==> config.mk <==
export PLATFORM = sky130hd
export DESIGN_NAME = commutation_monitor_flat
export DESIGN_NICKNAME = d
export VERILOG_FILES = /design/src/rtl/commutation_monitor_if.sv /design/src/rtl/commutation_monitor.sv /design/src/flat_wrapper.sv
export SDC_FILE = /design/constraint.sdc
export NUM_CORES = 1
export LEC_CHECK = 0
export ABC_CLOCK_PERIOD_IN_PS = 4100
export CELL_PAD_IN_SITES_DETAIL_PLACEMENT = 1
export CELL_PAD_IN_SITES_GLOBAL_PLACEMENT = 2
export CORE_MARGIN = 8
export CORE_UTILIZATION = 35
export CTS_CLUSTER_DIAMETER = 60
export DETAILED_ROUTE_END_ITERATION = 6
export PLACE_DENSITY = 0.88
export SETUP_SLACK_MARGIN = 0.02
export SYNTH_ARGS = -nofsm -noshare
export SYNTH_HDL_FRONTEND = slang
export SYNTH_SLANG_ARGS = --single-unit
==> constraint.sdc <==
create_clock -name clk -period 4.1 [get_ports clk]
set_clock_uncertainty 0.1 [all_clocks]
set_input_delay 0.82 -clock clk [delete_from_list [all_inputs] [get_ports clk]]
set_output_delay 0.82 -clock clk [all_outputs]
set_load 0.05 [all_outputs]
==> src/rtl/commutation_monitor_if.sv <==
// Switch-word / status bundle between the commutation controller side and commutation_monitor.
// COMM_MON_COUNT_EN adds the per-channel commutation event counters (comm_count).
interface commutation_monitor_if #(
    parameter int unsigned CNT_W = 16
);
    logic [17:0] Sout;
    logic        fault_clr;
    logic [5:0]  LoadOut;
    logic [2:0]  stable;
    logic [2:0]  comm_done;
    logic [2:0]  fault;
    logic [5:0]  fault_code;
    logic        short;
`ifdef COMM_MON_COUNT_EN
    logic [3*CNT_W-1:0] comm_count;

    modport master (
        output Sout, fault_clr,
        input  LoadOut, stable, comm_done, fault, fault_code, short, comm_count
    );
    modport slave (
        input  Sout, fault_clr,
        output LoadOut, stable, comm_done, fault, fault_code, short, comm_count
    );
`else
    modport master (
        output Sout, fault_clr,
        input  LoadOut, stable, comm_done, fault, fault_code, short
    );
    modport slave (
        input  Sout, fault_clr,
        output LoadOut, stable, comm_done, fault, fault_code, short
    );
`endif
endinterface

==> src/rtl/commutation_monitor.sv <==
// Decodes the 18-bit matrix-converter switch word per channel, times commutations and flags
// shoot-through / stuck commutation. COMM_MON_COUNT_EN adds saturating comm_done counters.
module commutation_monitor #(
    parameter int unsigned MAX_COMM_CYC = 8,
    parameter int unsigned CNT_W        = 16
) (
    input logic                  clk,
    input logic                  rst,
    commutation_monitor_if.slave bus
);

    typedef enum logic [1:0] {StIdle, StStbl, StTrans, StFault} state_e;
    typedef enum logic [1:0] {PatNull, PatStable, PatTrans, PatIllegal} pat_e;

    localparam int unsigned       TcntW   = $clog2(MAX_COMM_CYC + 1);
    localparam logic [TcntW-1:0]  TcntMax = TcntW'(MAX_COMM_CYC);
    localparam logic [TcntW-1:0]  TcntOne = TcntW'(1);

    if (MAX_COMM_CYC < 2 || CNT_W < 1) begin : g_bad_param
        $error("commutation_monitor: MAX_COMM_CYC must be >= 2 and CNT_W >= 1");
    end

    // Pair k occupies w[5-2k -: 2]; k=0 is phase A.
    function automatic pat_e classify(input logic [5:0] w);
        logic [2:0] on;
        logic [2:0] nz;
        for (int k = 0; k < 3; k++) begin
            on[k] = &w[5-2*k -: 2];
            nz[k] = |w[5-2*k -: 2];
        end
        if (nz == 3'b000) return PatNull;
        if (on == 3'b000) return PatTrans;
        if (((on & (on - 3'd1)) == 3'b000) && ((nz & ~on) == 3'b000)) return PatStable;
        return PatIllegal;
    endfunction

    function automatic logic [1:0] load_code(input logic [5:0] w);
        if (&w[5:4]) return 2'b01;
        if (&w[3:2]) return 2'b10;
        if (&w[1:0]) return 2'b11;
        return 2'b00;
    endfunction

    state_e           state_q [3];
    state_e           state_d [3];
    logic [TcntW-1:0] tcnt_q  [3];
    logic [TcntW-1:0] tcnt_d  [3];
    logic [1:0]       load_q  [3];
    logic [1:0]       load_d  [3];
    logic [1:0]       code_q  [3];
    logic [1:0]       code_d  [3];
    logic [2:0]       stable_q, stable_d;
    logic [2:0]       done_q, done_d;
    logic [2:0]       fault_q, fault_d;
    logic             short_q, short_d;

    always_comb begin
        pat_e       pat;
        logic [5:0] w;
        logic [1:0] lc;
        state_d  = state_q;
        tcnt_d   = tcnt_q;
        load_d   = load_q;
        code_d   = code_q;
        stable_d = stable_q;
        done_d   = 3'b000;
        fault_d  = fault_q;
        for (int n = 0; n < 3; n++) begin
            w   = bus.Sout[17-6*n -: 6];
            pat = classify(w);
            lc  = load_code(w);
            case (state_q[n])
                StFault: begin
                    // Only a clear against a fully-off channel releases it; stored code is kept
                    // against any later ILLEGAL pattern.
                    if (bus.fault_clr && (pat == PatNull)) begin
                        state_d[n]    = StIdle;
                        fault_d[2-n]  = 1'b0;
                        code_d[n]     = 2'b00;
                        stable_d[2-n] = 1'b1;
                    end else begin
                        stable_d[2-n] = 1'b0;
                    end
                end
                default: begin
                    if (pat == PatIllegal) begin
                        state_d[n]    = StFault;
                        fault_d[2-n]  = 1'b1;
                        code_d[n]     = 2'b01;
                        stable_d[2-n] = 1'b0;
                        tcnt_d[n]     = '0;
                    end else if (pat == PatTrans) begin
                        stable_d[2-n] = 1'b0;
                        if (state_q[n] != StTrans) begin
                            state_d[n] = StTrans;
                            tcnt_d[n]  = TcntOne;
                        end else if ((tcnt_q[n] + TcntOne) >= TcntMax) begin
                            state_d[n]   = StFault;
                            fault_d[2-n] = 1'b1;
                            code_d[n]    = 2'b10;
                            tcnt_d[n]    = '0;
                        end else begin
                            tcnt_d[n] = tcnt_q[n] + TcntOne;
                        end
                    end else begin
                        state_d[n]    = (pat == PatNull) ? StIdle : StStbl;
                        tcnt_d[n]     = '0;
                        load_d[n]     = lc;
                        stable_d[2-n] = 1'b1;
                        done_d[2-n]   = (lc != load_q[n]);
                    end
                end
            endcase
        end
        short_d = |fault_d;
    end

    always_ff @(posedge clk or negedge rst) begin
        if (!rst) begin
            for (int n = 0; n < 3; n++) begin
                state_q[n] <= StIdle;
                tcnt_q[n]  <= '0;
                load_q[n]  <= 2'b00;
                code_q[n]  <= 2'b00;
            end
            stable_q <= 3'b111;
            done_q   <= 3'b000;
            fault_q  <= 3'b000;
            short_q  <= 1'b0;
        end else begin
            state_q  <= state_d;
            tcnt_q   <= tcnt_d;
            load_q   <= load_d;
            code_q   <= code_d;
            stable_q <= stable_d;
            done_q   <= done_d;
            fault_q  <= fault_d;
            short_q  <= short_d;
        end
    end

    assign bus.LoadOut    = {load_q[0], load_q[1], load_q[2]};
    assign bus.fault_code = {code_q[0], code_q[1], code_q[2]};
    assign bus.stable     = stable_q;
    assign bus.comm_done  = done_q;
    assign bus.fault      = fault_q;
    assign bus.short      = short_q;

`ifdef COMM_MON_COUNT_EN
    logic [CNT_W-1:0] cnt_q [3];
    logic [CNT_W-1:0] cnt_d [3];

    always_comb begin
        cnt_d = cnt_q;
        for (int n = 0; n < 3; n++) begin
            if (done_d[2-n] && (cnt_q[n] != {CNT_W{1'b1}})) begin
                cnt_d[n] = cnt_q[n] + 1'b1;
            end
        end
    end

    always_ff @(posedge clk or negedge rst) begin
        if (!rst) begin
            for (int n = 0; n < 3; n++) begin
                cnt_q[n] <= '0;
            end
        end else begin
            cnt_q <= cnt_d;
        end
    end

    assign bus.comm_count = {cnt_q[0], cnt_q[1], cnt_q[2]};
`endif

endmodule
==> src/flat_wrapper.sv <==
// flat-port wrapper written by rule: the top's interface ports become plain ports
module commutation_monitor_flat 
#(
    parameter int unsigned MAX_COMM_CYC = 8,
    parameter int unsigned CNT_W        = 16
)
  (clk, rst, bus_Sout, bus_fault_clr, bus_LoadOut, bus_stable, bus_comm_done, bus_fault, bus_fault_code, bus_short);
  commutation_monitor_if #(.CNT_W(CNT_W)) bus_i ();
  input logic clk;
  input logic rst;
  input wire logic [$bits(bus_i.Sout)-1:0] bus_Sout;
  input wire logic [$bits(bus_i.fault_clr)-1:0] bus_fault_clr;
  output wire logic [$bits(bus_i.LoadOut)-1:0] bus_LoadOut;
  output wire logic [$bits(bus_i.stable)-1:0] bus_stable;
  output wire logic [$bits(bus_i.comm_done)-1:0] bus_comm_done;
  output wire logic [$bits(bus_i.fault)-1:0] bus_fault;
  output wire logic [$bits(bus_i.fault_code)-1:0] bus_fault_code;
  output wire logic [$bits(bus_i.short)-1:0] bus_short;
  assign bus_i.Sout = bus_Sout;
  assign bus_i.fault_clr = bus_fault_clr;
  assign bus_LoadOut = bus_i.LoadOut;
  assign bus_stable = bus_i.stable;
  assign bus_comm_done = bus_i.comm_done;
  assign bus_fault = bus_i.fault;
  assign bus_fault_code = bus_i.fault_code;
  assign bus_short = bus_i.short;
  commutation_monitor #(.MAX_COMM_CYC(MAX_COMM_CYC), .CNT_W(CNT_W)) u_core (.clk(clk), .rst(rst), .bus(bus_i));
endmodule
== Yosys cells after proc, flatten, opt, wreduce, memory -nomap -nowiden ==
Cells that the tools add are included.

* Register bits after elaboration: 40
* Bits of input ports: 21
* Output and inout bits: 22
* Word-level logic and storage cells: 281

* Add/sub/neg operators: 6
* Order comparisons: 3
* Equal/unequal tests: 24
* Muxes and demuxes: 159
* Bitwise gates (word level): 18
* Reductions and logical operators: 55

{| class="wikitable"
|+ Operators with widths
! operator !! number
|-
| $mux W2 || 69
|-
| $mux W1 || 78
|-
| $mux W4 || 12
|-
| $logic_not A3 Y1 || 12
|-
| $reduce_and A2 Y1 || 12
|-
| $and A3 B3 Y3 || 6
|-
| $eq A2 B2 Y1 const B || 9
|-
| $reduce_bool A3 Y1 || 6
|-
| $reduce_or A2 Y1 || 9
|-
| $ne A5 B4 Y1 const B || 3
|-
| $add A4 B1 Y4 const B || 3
|-
| $ge A4 B4 Y1 const B || 3
|-
| $reduce_and A4 Y1 || 3
|-
| $ne A3 B2 Y1 const B || 3
|-
| $not A1 Y1 || 9
|-
| $not A3 Y3 || 3
|-
| $reduce_and A3 Y1 || 3
|-
| $sub A3 B1 Y3 const B || 3
|-
| $logic_and A1 B1 Y1 || 6
|-
| $logic_not A2 Y1 || 3
|-
| $ne A2 B1 Y1 const B || 3
|-
| $ne A2 B2 Y1 || 3
|-
| $ne A2 B2 Y1 const B || 3
|-
| $reduce_or A3 Y1 || 1
|}

== Depth between registers and ports, before layout ==
* Depth after elaboration: 16
* Depth in mapped cells: 8
* Depth with buffers taken out: 7

== Worst setup path before layout ==
OpenSTA, ideal clock, no wires.

* Kind: input to register
* Start point: in bus_Sout[2]
* End point: reg u_core.load_q (netlist bit u_core.bus.LoadOut[1])
* Library setup time: 0.125 ns
* Data arrival time: 2.241 ns
* Data required time: 3.875 ns
* Setup slack: 1.634 ns
* Stages: 7
* Path buffers: 0
* Cells stage by stage: inv_1 -> ha_1 -> a2111oi_2 -> nand2_1 -> o21ba_2 -> a21oi_4 -> mux2_4

* Cells in the longest elaborated chain, start to end: 14
* Elaborated cells between the ends (all ways): 34
* Classes of those cells: add/sub: 1; eq/ne: 2; mux: 18; bitwise: 5; reduce/logical: 8

{| class="wikitable"
|+ RTL lines
! item !! RTL line !! source
|-
| start, declared || flat_wrapper.sv:11 || <nowiki>input wire logic [$bits(bus_i.Sout)-1:0] bus_Sout;</nowiki>
|-
| $reduce_and A2 Y1 || commutation_monitor.sv:28, commutation_monitor.sv:39 ||
|-
| $sub A3 B1 Y3 / $not A3 Y3 (equally long branches) || commutation_monitor.sv:33 || <nowiki>if (((on & (on - 3'd1)) == 3'b000) && ((nz & ~on) == 3'b000)) return PatStable;</nowiki>
|-
| $and A3 B3 Y3 || commutation_monitor.sv:33 ||
|-
| $logic_not A3 Y1 || commutation_monitor.sv:33 ||
|-
| $logic_and A1 B1 Y1 || commutation_monitor.sv:33 ||
|-
| $mux W1 (2 in a row) || commutation_monitor.sv:33 ||
|-
| $mux W1 || commutation_monitor.sv:32 || <nowiki>if (on == 3'b000) return PatTrans;</nowiki>
|-
| $mux W2 || commutation_monitor.sv:34 || <nowiki>return PatIllegal;</nowiki>
|-
| $mux W2 || commutation_monitor.sv:33 ||
|-
| $mux W2 || commutation_monitor.sv:32 ||
|-
| $eq A2 B2 Y1, on equally long branches || commutation_monitor.sv:86, commutation_monitor.sv:92 ||
|-
| $not A1 Y1 (no line) || - ||
|-
| $reduce_and A3 Y1 (no line) || - ||
|-
| end signal, assigned || commutation_monitor.sv:133 || <nowiki>load_q <= load_d;</nowiki>
|-
| end, declared || commutation_monitor.sv:48 || <nowiki>logic [1:0] load_q [3];</nowiki>
|}

Several ways; a longest one is shown, not always the timed one. The select of a mux whose other input is x is not followed.
A chain may end at the register's enable or synchronous reset.

== Worst setup path after layout ==
Same ends and word-level chain as after synthesis.

==> flow_summary.yaml <==
sta:
  transition_at_the_pin_with_the_smallest_max_transition_slack_ps: 890
  totalNegativeSetupSlack_ps: 0
  max-slew-margin-rel_pct: 40.7
  report.final.setup_viol: 0
  setup_repair_after_global_routing_missed_its_margin: "no"
  period_share_pct: 68.3
  final.min_clock_period_ps: 2800
  hold_violations: 0
  timing.final.max_slew_violations: 0
  fmax_mhz: 357
power_and_ir_drop:
  share_clk_of_total_power_pct: 27.5
  comb_power_share_pct: 31.6
  power.density_nw_per_um2: 394
  p_switching_mw: 0.427
  seqPwrFrac_pct: 40.9
  leak_nw: 1.43
  p_int_mw: 0.800
  irDropWorstVdd_mv: 0.161
  switching_share_pct: 34.8
die:
  core-area_um2: 6830
  die_w_um: 100
  die-area_um2: 10100
  fp-row-count: 30
  die_y_um: 100
  num_io_pins: 43
  floorplan.initialDensity_pct: 36.5
clock_tree:
  clock_latency_ps: 280
  total_clock_buffers_created_by_cts: 5
  cts.htree.levels: 2
  post_cts.repair.setup_buffers: 0
  post_cts_resize_count: 0
  cts_root_buffer: "clkbuf_8"
  clock_path_buffers: 2
  clkSinkCount: 40
  cts_tree: "yes"
  cts.reportedPaths.clkPinSlew_ps: 80
  hold_buffers: 0
worst_setup_path:
  critical_path_peak_fanout: 5
  worst_path_largest_cell_delay_ps: 510
  worstSetupStartpointType: "input port"
  crit-reg2reg-launch: "u_core.tcnt_q[4]"
  rrSetupSlack_ps: 2350
  worst_r2r_endpoint: "u_core.bus.short"
  critical_path_at_ps: 2870
  crit_path_top_delay_cell: "clkdlybuf4s50_1"
  critPathKind: "in -> reg"
  r2r_cells: 5
  critical_path.top_delay_family: "compound AO/OA/AOI/OAI gates"
  endpoint_kind_of_the_worst_setup_timing_path: "register"
  timing.critical_path.cells: "clkdlybuf4s50_1 -> inv_1 -> ha_1 -> a2111oi_2 -> nand2_1 -> o21ba_2 -> a21oi_4 -> mux2_4"
  buf_inv_stages_crit_path: 2
  worstPathRequired_ps: 4170
yosys:
  dominantRegCellSynth: "dfrtp_1"
  synth-seq-area-share_pct: 40.3
  synthesis.yosys.warnings: 0
  ys_seq_elements: 40
  async_reset_ff_share_pct: 100
  post_synth_num_cell_types: 54
  edff_count_synth: 0
  synthesized_netlist_net_count: 305
  synthesis.area_um2: 2490
  post_synth_inst_count: 258
  synthesized_area_per_cell_um2: 9.66
global_routing:
  grt_pass1_wl_um: 10300
  antenna_found_initial: 0
  number_of_global_route_vias_before_repair: 2183
  globalRoute.totalOverflow: 0
  track_usage_pct: 12.2
  maximum_number_of_pins_on_one_net_before_global_route_repair: 41
detailed_routing:
  antenna_violating_nets_post_route: 0
  routed-via-count: 2006
  viasPerCell: 5.07
  finalWirelength_um: 5870
  number_of_search_and_repair_iterations_in_the_first_detailed_routing_pass: 4
  avgRoutedWirePerCell_um: 14.8
  initialDrtViolationCount: 51
  post_detailed_route_drc_marker_count: 0
final_layout:
  fillerInstances: 813
  fin_util_pct: 45.6
  seqCellArea_um2: 1000
  final_net_count: 346
  drive_gt1_share_pct: 8.67
  syn2layout_area_growth_pct: 25.0
  combined_area_of_the_multi_input_logic_cells_um2: 1360
  num_antenna_cells: 0
hold_path:
  hold_end: "u_core.bus.fault[0]"
  hold_path.class: "reg -> reg"
  timing.hold.worst.start: "u_core.bus.fault[0]"
  min_path_cells: 2
flow_run:
  max_cap_violations: 0
placed_design:
  dpl.hpwl_um: 4510
  global_placer_s_final_weighted_congestion: 0.742
  numPortBuffers: 42
run_status:
  outcome: "finished, final reports clean"
how the worst max path moves through the flow:
stage / from / endpoint / slack (ps) / cells past startpoint
after detailed placement: bus_Sout[10] / u_core.bus.LoadOut[3] / 970 / 8
after global routing: bus_Sout[2] / u_core.bus.LoadOut[1] / 1170 / 8
final: bus_Sout[2] / u_core.bus.LoadOut[1] / 1300 / 8
after CTS: bus_Sout[10] / u_core.bus.LoadOut[3] / 1280 / 8
after global placement: bus_Sout[2] / u_core.bus.LoadOut[1] / 1030 / 8
after floorplan: bus_Sout[2] / u_core.bus.LoadOut[1] / 1630 / 7
tightest hold or removal path, delay by kind of cell (launching register included):
family           cells  cell delay [ps]
DFF                  1              360
and+or+nand+nor      2              140
logic make-up after synthesis:
group                    Yosys count  share of synthesized area, %
flip-flops                        40                          40.3
buffers and inverters             32                          4.97
AO/OA/AOI/OAI                     62                          19.2
multiplexers                       6                          2.76
adder cells (fa/ha/maj)           26                          13.1
AND/OR/NAND/NOR                   86                          17.6
XOR/XNOR                           6                          2.11
power groups by stage:
| stage | Sequential [mW] | Combinational, mW | Clock, mW |
|---|---|---|---|
| detailed placement | 0.510 | 0.392 | 0 |
| floorplan | 0.616 | 0.136 | 0 |
| CTS | 0.503 | 0.395 | 0.345 |
| finish | 0.502 | 0.388 | 0.337 |
| global route | 0.511 | 0.422 | 0.365 |
| global placement | 0.508 | 0.384 | 0 |
per-stage QoR:
stage	worst slack, ps	instance area (um2)	cells	power [mW]	hold WS, ps
finish	1300	3110	396	1.23	431
global route	1170	3110	396	1.30	473
CTS	1280	3110	396	1.24	444
detailed placement	967	2990	388	0.902	419
global placement	1030	2990	388	0.891	393
floorplan	1630	2490	258	0.752	398
placed cells by master, fill, tap and decap left out, types with 3 or more instances in the layout:
| master | instances |
|---|---|
| dfstp_2 | 3 |
| clkbuf_8 | 6 |
| nor2b_1 | 5 |
| nor2_1 | 12 |
| a21o_1 | 5 |
| nor3b_1 | 5 |
| ha_1 | 26 |
| o21ai_0 | 10 |
| and3_1 | 7 |
| a21oi_1 | 12 |
| nand2_1 | 29 |
| dfrtp_1 | 37 |
| a22o_1 | 3 |
| and2_1 | 4 |
| nand3_1 | 8 |
| a21boi_0 | 4 |
| inv_1 | 24 |
| nor3_1 | 5 |
| clkdlybuf4s50_1 | 41 |
| xor2_1 | 4 |
area by class of cell:
type	count	area share [%]
clock buffer	6	2.65
clock inverter	2	1.25
inverter	24	2.89
multi-input combinational	186	43.8
sequential	40	32.3
tap	96	3.86
timing repair buffer	42	13.3
synth_stat cells, types with 2 or more instances:
cell type,count,share of area (%)
mux2i_1,2,0.80
nor4_1,2,0.50
nand4_1,2,0.50
a31o_2,2,0.70
mux2_1,2,0.90
a32o_1,2,0.80
o21ai_0,10,2.0
ha_1,26,13
a2111oi_2,2,1.2
xor2_1,4,1.4
nor3b_1,5,1.5
buf_2,3,0.60
a21oi_1,12,2.4
a21boi_0,4,1.2
o22ai_1,2,0.50
nor2b_1,5,1.3
a211o_1,2,0.70
dfrtp_1,37,37
dfstp_2,3,3.2
and2_1,4,1.0
o31ai_1,2,0.60
a22o_1,3,1.1
a21o_1,5,1.5
xnor2_1,2,0.70
nand3b_1,2,0.60
nand2_1,29,4.4
nand3_1,8,1.6
clkbuf_1,5,0.75
inv_1,24,3.6
a21oi_4,2,1.3
and3_1,7,1.8
nor2_1,12,1.8
nor3_1,5,1.0
state kept, by name, summed over array words and instances (netlist names):
name,flops
u_core.tcnt_q,12
u_core.bus.LoadOut,6
u_core.bus.fault_code,6
u_core.state_q,6
u_core.bus.comm_done,3
u_core.bus.fault,3
u_core.bus.stable,3
u_core.bus.short,1
per-layer routing:
| metal | up-vias | track usage, % | share of wire, % |
|---|---|---|---|
| li1 | 987 | - | - |
| met1 | 978 | 15.8 | 49 |
| met2 | 39 | 20.3 | 47 |
| met3 | 2 | 2.91 | 4.0 |
| met4 | 0 | 1.74 | 0.34 |
| met5 | - | 0 | 0 |
Note: power is estimated with default switching activity, not from simulation.
